**config.mk**
```make
export PLATFORM = sky130hd
export DESIGN_NAME = spi_master_param_flat
export DESIGN_NICKNAME = d
export VERILOG_FILES = /design/src/rtl/spi_master_param_if.sv /design/src/rtl/spi_master_param.sv /design/src/flat_wrapper.sv
export SDC_FILE = /design/constraint.sdc
export NUM_CORES = 1
export LEC_CHECK = 0
export BUFFER_PORTS_ARGS = -buffer_cell sky130_fd_sc_hd__buf_2
export CORE_MARGIN = 4
export CORE_UTILIZATION = 60
export CTS_CLUSTER_SIZE = 28
export DETAILED_ROUTE_END_ITERATION = 10
export GPL_TIMING_DRIVEN = 0
export PLACE_DENSITY = 0.9
export SLEW_MARGIN = 20
export SYNTH_ARGS = -nofsm -noshare
export SYNTH_HDL_FRONTEND = slang
export SYNTH_SLANG_ARGS = --single-unit
```
**constraint.sdc**
```tcl
create_clock -name CLK -period 3.65 [get_ports CLK]
set_input_delay 0.1825 -clock CLK [delete_from_list [all_inputs] [get_ports CLK]]
set_output_delay 0.1825 -clock CLK [all_outputs]
set_load 0.05 [all_outputs]
```
**src/rtl/spi_master_param_if.sv**
```systemverilog
// Bus bundle between the SPI master and its user: start/receive handshake plus the serial pins.
// "master" is the view taken by the SPI master itself, "slave" the view of whoever drives it.
interface spi_master_param_if #(
  parameter int DATA_W = 8,
  parameter int NUM_SS = 4,
  parameter int SEL_W  = 2
);
  logic [DATA_W-1:0] start_data;
  logic [SEL_W-1:0]  start_sel;
  logic [1:0]        start_mode;
  logic              start_hold;
  logic              EN_start;
  logic              RDY_start;
  logic [DATA_W-1:0] rx_data;
  logic              rx_valid;
  logic              EN_rx;
  logic              EN_release;
  logic              busy;
  logic              miso;
  logic              sck;
  logic              mosi;
  logic [NUM_SS-1:0] ss_n;

  modport master (
    input  start_data, start_sel, start_mode, start_hold, EN_start, EN_rx, EN_release, miso,
    output RDY_start, rx_data, rx_valid, busy, sck, mosi, ss_n
  );

  modport slave (
    output start_data, start_sel, start_mode, start_hold, EN_start, EN_rx, EN_release, miso,
    input  RDY_start, rx_data, rx_valid, busy, sck, mosi, ss_n
  );
endinterface

```
**src/rtl/spi_master_param.sv**
```systemverilog
// Parametrised SPI master: configurable word width, SCK divider, per-word CPOL/CPHA,
// several active-low slave selects and chip-select hold across multi-word bursts.
module spi_master_param #(
  parameter int DATA_W  = 8,
  parameter int CLK_DIV = 4,
  parameter int NUM_SS  = 4,
  parameter int SEL_W   = 2
) (
  input logic                CLK,
  input logic                RST_N,
  spi_master_param_if.master bus
);
  localparam int CNT_W  = (CLK_DIV > 1) ? $clog2(CLK_DIV) : 1;
  localparam int EDGE_W = $clog2(2 * DATA_W + 1);
  localparam logic [CNT_W-1:0]  CNT_LAST  = CNT_W'(CLK_DIV - 1);
  localparam logic [EDGE_W-1:0] EDGE_LAST = EDGE_W'(2 * DATA_W - 1);

  typedef enum logic [2:0] {S_IDLE, S_DESEL, S_SETUP, S_SHIFT, S_TAIL, S_HOLD} state_t;

  state_t              r_state;
  logic [CNT_W-1:0]    r_div_cnt;
  logic [EDGE_W-1:0]   r_edge_cnt;
  logic [DATA_W-1:0]   r_tx_shift;
  logic [DATA_W-1:0]   r_rx_shift;
  logic [DATA_W-1:0]   r_rx_data;
  logic [SEL_W-1:0]    r_sel;
  logic                r_cpol;
  logic                r_cpha;
  logic                r_hold;
  logic                r_rx_valid;
  logic                r_sck;
  logic                r_mosi;
  logic [NUM_SS-1:0]   r_ss_n;

  logic [NUM_SS-1:0]   w_ss_new;
  logic [NUM_SS-1:0]   w_ss_cur;
  logic                w_rdy;
  logic                w_accept;
  logic                w_div_done;
  logic                w_leading;
  logic                w_sample;
  logic                w_last_edge;

  // A select index with no matching output simply leaves every line high.
  genvar gi;
  generate
    for (gi = 0; gi < NUM_SS; gi++) begin : g_ss
      assign w_ss_new[gi] = (bus.start_sel != SEL_W'(gi));
      assign w_ss_cur[gi] = (r_sel != SEL_W'(gi));
    end
  endgenerate

  assign w_rdy       = ((r_state == S_IDLE) || (r_state == S_HOLD)) && !r_rx_valid;
  assign w_accept    = bus.EN_start && w_rdy;
  assign w_div_done  = (r_div_cnt == CNT_LAST);
  assign w_leading   = ~r_edge_cnt[0];
  assign w_sample    = w_leading ^ r_cpha;
  assign w_last_edge = (r_edge_cnt == EDGE_LAST);

  always_ff @(posedge CLK or negedge RST_N) begin
    if (!RST_N) begin
      r_state    <= S_IDLE;
      r_div_cnt  <= '0;
      r_edge_cnt <= '0;
      r_tx_shift <= '0;
      r_rx_shift <= '0;
      r_rx_data  <= '0;
      r_sel      <= '0;
      r_cpol     <= 1'b0;
      r_cpha     <= 1'b0;
      r_hold     <= 1'b0;
      r_rx_valid <= 1'b0;
      r_sck      <= 1'b0;
      r_mosi     <= 1'b0;
      r_ss_n     <= '1;
    end else begin
      if (bus.EN_rx && r_rx_valid) r_rx_valid <= 1'b0;

      case (r_state)
        S_IDLE, S_HOLD: begin
          if (w_accept) begin
            r_tx_shift <= bus.start_data;
            r_sel      <= bus.start_sel;
            r_cpol     <= bus.start_mode[1];
            r_cpha     <= bus.start_mode[0];
            r_hold     <= bus.start_hold;
            r_sck      <= bus.start_mode[1];
            r_div_cnt  <= '0;
            r_edge_cnt <= '0;
            if ((r_state == S_HOLD) && (bus.start_sel != r_sel)) begin
              r_ss_n  <= '1;
              r_state <= S_DESEL;
            end else begin
              r_ss_n <= w_ss_new;
              if (!bus.start_mode[0]) r_mosi <= bus.start_data[DATA_W-1];
              r_state <= S_SETUP;
            end
          end else if ((r_state == S_HOLD) && bus.EN_release) begin
            r_ss_n  <= '1;
            r_state <= S_IDLE;
          end
        end

        S_DESEL: begin
          if (w_div_done) begin
            r_div_cnt <= '0;
            r_ss_n    <= w_ss_cur;
            if (!r_cpha) r_mosi <= r_tx_shift[DATA_W-1];
            r_state   <= S_SETUP;
          end else begin
            r_div_cnt <= r_div_cnt + 1'b1;
          end
        end

        S_SETUP: begin
          if (w_div_done) begin
            r_div_cnt <= '0;
            r_state   <= S_SHIFT;
          end else begin
            r_div_cnt <= r_div_cnt + 1'b1;
          end
        end

        S_SHIFT: begin
          if (w_div_done) begin
            r_div_cnt  <= '0;
            r_sck      <= ~r_sck;
            r_edge_cnt <= r_edge_cnt + 1'b1;
            // CPHA=0 already presented the MSB in SETUP, so it drives bit N-2 next.
            if (w_sample) begin
              r_rx_shift <= {r_rx_shift[DATA_W-2:0], bus.miso};
            end else if (r_cpha) begin
              r_mosi     <= r_tx_shift[DATA_W-1];
              r_tx_shift <= r_tx_shift << 1;
            end else if (!w_last_edge) begin
              r_mosi     <= r_tx_shift[DATA_W-2];
              r_tx_shift <= r_tx_shift << 1;
            end
            if (w_last_edge) r_state <= S_TAIL;
          end else begin
            r_div_cnt <= r_div_cnt + 1'b1;
          end
        end

        S_TAIL: begin
          if (w_div_done) begin
            r_div_cnt  <= '0;
            r_rx_data  <= r_rx_shift;
            r_rx_valid <= 1'b1;
            if (r_hold) begin
              r_state <= S_HOLD;
            end else begin
              r_ss_n  <= '1;
              r_state <= S_IDLE;
            end
          end else begin
            r_div_cnt <= r_div_cnt + 1'b1;
          end
        end

        default: r_state <= S_IDLE;
      endcase
    end
  end

  assign bus.RDY_start = w_rdy;
  assign bus.rx_data   = r_rx_data;
  assign bus.rx_valid  = r_rx_valid;
  assign bus.busy      = (r_state != S_IDLE);
  assign bus.sck       = r_sck;
  assign bus.mosi      = r_mosi;
  assign bus.ss_n      = r_ss_n;
endmodule
```
**src/flat_wrapper.sv**
```systemverilog
// flat-port wrapper written by rule: the top's interface ports become plain ports
module spi_master_param_flat 
#(
  parameter int DATA_W  = 8,
  parameter int CLK_DIV = 4,
  parameter int NUM_SS  = 4,
  parameter int SEL_W   = 2
)
  (CLK, RST_N, bus_start_data, bus_start_sel, bus_start_mode, bus_start_hold, bus_EN_start, bus_EN_rx, bus_EN_release, bus_miso, bus_RDY_start, bus_rx_data, bus_rx_valid, bus_busy, bus_sck, bus_mosi, bus_ss_n);
  spi_master_param_if #(.DATA_W(DATA_W), .NUM_SS(NUM_SS), .SEL_W(SEL_W)) bus_i ();
  input logic CLK;
  input logic RST_N;
  input wire logic [$bits(bus_i.start_data)-1:0] bus_start_data;
  input wire logic [$bits(bus_i.start_sel)-1:0] bus_start_sel;
  input wire logic [$bits(bus_i.start_mode)-1:0] bus_start_mode;
  input wire logic [$bits(bus_i.start_hold)-1:0] bus_start_hold;
  input wire logic [$bits(bus_i.EN_start)-1:0] bus_EN_start;
  input wire logic [$bits(bus_i.EN_rx)-1:0] bus_EN_rx;
  input wire logic [$bits(bus_i.EN_release)-1:0] bus_EN_release;
  input wire logic [$bits(bus_i.miso)-1:0] bus_miso;
  output wire logic [$bits(bus_i.RDY_start)-1:0] bus_RDY_start;
  output wire logic [$bits(bus_i.rx_data)-1:0] bus_rx_data;
  output wire logic [$bits(bus_i.rx_valid)-1:0] bus_rx_valid;
  output wire logic [$bits(bus_i.busy)-1:0] bus_busy;
  output wire logic [$bits(bus_i.sck)-1:0] bus_sck;
  output wire logic [$bits(bus_i.mosi)-1:0] bus_mosi;
  output wire logic [$bits(bus_i.ss_n)-1:0] bus_ss_n;
  assign bus_i.start_data = bus_start_data;
  assign bus_i.start_sel = bus_start_sel;
  assign bus_i.start_mode = bus_start_mode;
  assign bus_i.start_hold = bus_start_hold;
  assign bus_i.EN_start = bus_EN_start;
  assign bus_i.EN_rx = bus_EN_rx;
  assign bus_i.EN_release = bus_EN_release;
  assign bus_i.miso = bus_miso;
  assign bus_RDY_start = bus_i.RDY_start;
  assign bus_rx_data = bus_i.rx_data;
  assign bus_rx_valid = bus_i.rx_valid;
  assign bus_busy = bus_i.busy;
  assign bus_sck = bus_i.sck;
  assign bus_mosi = bus_i.mosi;
  assign bus_ss_n = bus_i.ss_n;
  spi_master_param #(.DATA_W(DATA_W), .CLK_DIV(CLK_DIV), .NUM_SS(NUM_SS), .SEL_W(SEL_W)) u_core (.CLK(CLK), .RST_N(RST_N), .bus(bus_i));
endmodule
```
* Word level (Yosys, flattened, before mapping)
Index checks and enable logic that the tools add are counted.
** Word-level totals
- Output and inout bits :: 17
- Register bits after elaboration :: 45
- Input bits :: 19
- Word-level logic and storage cells :: 116
** Operators by class
- Reduce and logical (&&, ||, !) cells :: 26
- Bitwise gates (word level) :: 3
- Multiplexer cells :: 45
- Equality and inequality tests :: 27
- $add $sub $neg :: 2
** Operators by type and width (number)
- $mux 8 :: 5
- $mux 3 :: 8
- $mux 4 :: 6
- $ne 2x2->1 const B :: 9
- $ne 2x1->1 const B :: 8
- $pmux 8 s2 :: 1
- $pmux 3 s5 :: 1
- $mux 1 :: 14
- $pmux 4 s3 :: 1
- $mux 5 :: 2
- $pmux 5 s2 :: 1
- $reduce_and 5->1 :: 2
- $reduce_and 9->1 :: 1
- $reduce_bool 3->1 :: 3
- $reduce_bool 2->1 :: 4
- $eq 3x2->1 const B :: 2
- $eq 3x3->1 const B :: 2
- $mux 2 :: 3
- $reduce_and 2->1 :: 3
- $reduce_and 3->1 :: 2
- $reduce_and 6->1 :: 1
- $add 5x1->5 const B :: 1
- $eq 5x4->1 const B :: 1
- $logic_and 1x1->1 :: 5
- 16 further kinds :: 17

* Depth between registers and ports, before layout
- Depth after elaboration :: 6
- Gate-level depth with buffers :: 9
- Mapped depth without buffers :: 8

* Least setup slack after synthesis
Ideal clock, no wire load.
- Path kind :: reg-to-reg
- Start :: register u_core.r_rx_valid, in the netlist u_core.bus.rx_valid
- End :: register u_core.r_div_cnt[1]
- Library setup time :: 0.118 ns
- Data arrival time :: 1.915 ns
- Data required time :: 3.532 ns
- Path buffers :: 1
- Setup slack :: 1.617 ns
- Period minus slack after synthesis :: 2.033 ns
- Stages on the path, launching flop included :: 7
- Path through :: dfrtp_1 -> nor2_1 -> and3_1 -> and2_1 -> buf_2 -> o2bb2ai_1 -> a21o_1
** Between the ends
- Cells in the longest elaborated chain, start to end :: 5
** Ends and longest elaborated chain
- start: declaration :: RTL line spi_master_param.sv:30 : logic r_rx_valid;
- start signal: assignment :: RTL line spi_master_param.sv:72 : r_rx_valid <= 1'b0;
- start signal: assignment :: RTL line spi_master_param.sv:77 : if (bus.EN_rx && r_rx_valid) r_rx_valid <= 1'b0;
- start signal: assignment :: RTL line spi_master_param.sv:149 : r_rx_valid <= 1'b1;
- $logic_not 1->1 :: RTL line spi_master_param.sv:53 : assign w_rdy = ((r_state == S_IDLE) || (r_state == S_HOLD)) && !r_rx_valid;
- $logic_and 1x1->1 :: RTL line spi_master_param.sv:53
- named net bus_RDY_start :: RTL line flat_wrapper.sv:21 : output wire logic [$bits(bus_i.RDY_start)-1:0] bus_RDY_start;
- $logic_and 1x1->1 :: RTL line spi_master_param.sv:54 : assign w_accept = bus.EN_start && w_rdy;
- $ne 2x1->1 (no source line)
- $reduce_and 2->1 (no source line)
- end signal: assignment :: RTL line spi_master_param.sv:111 : r_div_cnt <= r_div_cnt + 1'b1;
- end signal: assignment :: RTL line spi_master_param.sv:120 : r_div_cnt <= r_div_cnt + 1'b1;
- end signal: assignment :: RTL line spi_master_param.sv:141 : r_div_cnt <= r_div_cnt + 1'b1;
- end: declaration :: RTL line spi_master_param.sv:21 : logic [CNT_W-1:0] r_div_cnt;
The timed path passes the listed nets, and every way through them passes these cells.
A chain may end at the register's enable or synchronous reset.

* Worst setup path in the final report
- Start :: register u_core.r_div_cnt[0]
- End :: register u_core.r_rx_shift[5]
** Between the ends
- Cells in the longest elaborated chain, start to end :: 2
** Ends and longest elaborated chain
- $eq 2x2->1 :: RTL line spi_master_param.sv:55 : assign w_div_done = (r_div_cnt == CNT_LAST);
- $reduce_and 3->1 (no source line)
- end signal: assignment :: RTL line spi_master_param.sv:131 : r_rx_shift <= {r_rx_shift[DATA_W-2:0], bus.miso};
- end: declaration :: RTL line spi_master_param.sv:24 : logic [DATA_W-1:0] r_rx_shift;
No other way between the ends.

==> metrics.cfg <==
[status]
status = finished, final reports clean

[synth]
avgSynthCellArea_sq_um = 10.31
yosys_warnings = 0
synth_fp_nets = 244
ys_types = 45
ys.flop_type = dfrtp_1
yosysSeqAreaShare_pct = 49.40
netlist_area_sq_mm = 0.002290
ys_async_sr_fraction_pct = 100.0
ys_ff_latch = 45
synth_edf_count = 0
synthCells = 222

[critical_path]
crit_path_cell_trace = ha_1, clkbuf_1, nand4_1, nor3_2, mux2_2
crit_family = simple AND/OR/NAND/NOR gates
critPathMaxStageDelay_ps = 560
required_ps = 3840
crit_path_start_kind = flop
critPathCaptureType = flop
cp_slowest_cell = nor3_2
critPathMaxFanout = 10
path_buf_inv = 1
arrival_ps = 2470
path_class = flop to flop

[final_layout]
final_cells = 313
area_growth_pct = 15.52
drive_gt1_share_pct = 30.94
diodes = 0
finish.net_count = 286
fillers = 246

[floorplan]
core_sq_mm = 0.003661
ios = 36
rows = 22
start_util_pct = 62.54
die_h_um = 69.78
dieArea_sq_mm = 0.004869
die_x_um = 69.78

[global_route]
grt_pass1_vias = 1799
grt_first_pass_wirelength_um = 8349
grt_antenna_before_repair = 0
grt_max_degree = 46
grt_overflow = 0
grt.total_usage_pct = 21.10

[power_and_ir_drop]
netSwitchingPower_uw = 854.7
power.leakage_nw = 1.277
power.density_mw_per_mm2 = 799.5
swShare_pct = 40.42
pwr-share-comb_pct = 43.3
pwr-share-clk_pct = 18.6
p_int_mw = 1.260
seqPwrFrac_pct = 38.1
ir_worst_vdd_uv = 570.0

[timing]
fin_ws_ps = 1371
fin_crit_ps = 2279
setup_violations = 0
period_share_pct = 62.45
max_freq_mhz = 438.7
skew_ps = 9.047
setup-tns-final_ps = 0
worstMarginPinSlew_ps = 964.8
holdWs_ps = 24.68
rsz0062_at_grt = false
relSlewSlack_pct = 35.68
maxSlewViolCount = 0
finalHoldViolCount = 0

[job]
cap_violations = 0

[clock_network]
postCtsSetupBuffers = 0
ctsHoldBuffers = 0
cts_buffers = 5
cts_tree = built
cts_buffer_depth = 2
clk_latency_ps = 300
cts_resized = 0
cts_max_level = 2
cts.clk_slew.worst_paths_ps = 90
clock-sinks = 45
cts_root_buf = clkbuf_8

[placement]
dp_hpwl_um = 3414
gp_congestion = 0.8919
io_buffers = 35
place_ws_ps = 1388
dp.cells = 305

[route]
avgRoutedWirePerCell_um = 15.35
dr.pass1.iters = 5
first_iter_violations = 182
drc_errors = 0
vias = 1803
detail-route-antenna-nets = 0
viasPerCell = 5.760
wl_um = 4805

[min_path]
min_path_type = primary input to asynchronous set/reset pin

-- routing by layer --
metal	vias to the layer above	track usage (%)	part of all wire (%)
met2	67	32.84	47
met4	0	7.447	1.7
li1	876	-	-
met1	849	27.74	44
met5	-	0	0
met3	11	6.667	7.0
-- power by group through the flow --
stage | combinational (mW) | sequential [mW] | clock (mW)
floorplan | 0.633 | 0.869 | 0
global placement | 0.875 | 0.800 | 0
detailed placement | 0.911 | 0.810 | 0
CTS | 0.916 | 0.804 | 0.394
global route | 1.01 | 0.830 | 0.422
finish | 0.915 | 0.806 | 0.394
-- worst paths after layout --
check                      depth (start not counted)  slack (ps)                              from                               end
hold reg to reg                                    2         480  u_core.r_edge_cnt[4]$_DFFE_PN0P_  u_core.r_edge_cnt[4]$_DFFE_PN0P_
max in group asynchronous                          1        3020                             RST_N       u_core.r_sel[0]$_DFFE_PN0P_
setup / recovery                                   5        1370   u_core.r_div_cnt[0]$_DFFE_PN0P_  u_core.r_rx_shift[5]$_DFFE_PN0P_
setup reg to reg                                   5        1370   u_core.r_div_cnt[0]$_DFFE_PN0P_  u_core.r_rx_shift[5]$_DFFE_PN0P_
min in group CLK                                   3         100                    bus_start_hold         u_core.r_hold$_DFFE_PN0P_
hold / removal                                     1          20                             RST_N  u_core.r_tx_shift[3]$_DFFE_PN0P_
-- registers in the layout, indices dropped and copies added, names as in the netlist --
register / flops
u_core.bus.mosi: 1
u_core.bus.rx_data: 8
u_core.bus.rx_valid: 1
u_core.bus.sck: 1
u_core.bus.ss_n: 4
u_core.r_cpha: 1
u_core.r_div_cnt: 2
u_core.r_edge_cnt: 5
u_core.r_hold: 1
u_core.r_rx_shift: 8
u_core.r_sel: 2
u_core.r_state: 3
u_core.r_tx_shift: 8
-- layout make-up --
| cell class | instances | area, sq um | share of cell area (%) |
|---|---|---|---|
| clock inverter | 2 | 37.54 | 1.419 |
| tap | 48 | 60.06 | 2.271 |
| inverter | 11 | 41.29 | 1.561 |
| multi-input combinational | 155 | 1066 | 40.30 |
| clock buffer | 6 | 82.58 | 3.122 |
| buffer | 11 | 51.30 | 1.939 |
| sequential | 45 | 1131 | 42.76 |
| timing repair buffer | 35 | 175.2 | 6.623 |
-- cell usage in the layout, fill, tap and decap left out, drive strengths merged, types with 2 or more instances in the layout --
| cell | Yosys | final |
|---|---|---|
| buf | 10 | 45 |
| dfrtp | 41 | 41 |
| o21ai | 25 | 25 |
| nand2 | 24 | 24 |
| mux2 | 22 | 22 |
| inv | 11 | 11 |
| nor2 | 9 | 9 |
| mux2i | 7 | 7 |
| a21oi | 7 | 7 |
| clkbuf | 1 | 7 |
| nor2b | 6 | 6 |
| and3 | 5 | 5 |
| nand3 | 5 | 5 |
| a22oi | 5 | 5 |
| a31oi | 4 | 4 |
| dfstp | 4 | 4 |
| a21o | 3 | 3 |
| nand4 | 3 | 3 |
| ha | 3 | 3 |
| nand2b | 2 | 2 |
| o2bb2ai | 2 | 2 |
| xor2 | 2 | 2 |
| o31ai | 2 | 2 |
| a32oi | 2 | 2 |
| nor3 | 2 | 2 |
-- cell usage after synthesis (5+ instances only) --
| master | count | area share, % |
|---|---|---|
| inv_1 | 11 | 1.8 |
| mux2i_1 | 7 | 3.1 |
| a22oi_1 | 5 | 1.6 |
| a21oi_1 | 6 | 1.3 |
| nand2_1 | 24 | 3.9 |
| nand3_1 | 5 | 1.1 |
| o21ai_0 | 21 | 4.6 |
| and3_1 | 5 | 1.4 |
| mux2_2 | 22 | 11 |
| nor2_1 | 7 | 1.1 |
| nor2b_1 | 6 | 1.6 |
| dfrtp_1 | 41 | 45 |
| buf_2 | 8 | 1.7 |
-- stage by stage --
stage	instance area [sq um]	utilization (%)	power, mW
finish	2645	72.25	2.115
floorplan	2290	-	1.503
detailed placement	2525	68.97	1.721
global placement	2525	68.97	1.675
CTS	2645	72.25	2.115
global route	2645	72.25	2.266
-- logic make-up after synthesis --
logic type	synth area share [%]
AO/OA/AOI/OAI	16.56
XOR/XNOR	0.7652
adder cells (fa/ha/maj)	1.640
buffers and inverters	4.044
flip-flops	49.40
multiplexers	13.88
AND/OR/NAND/NOR	13.72
No activity file was read; power rests on OpenSTA's default activity.
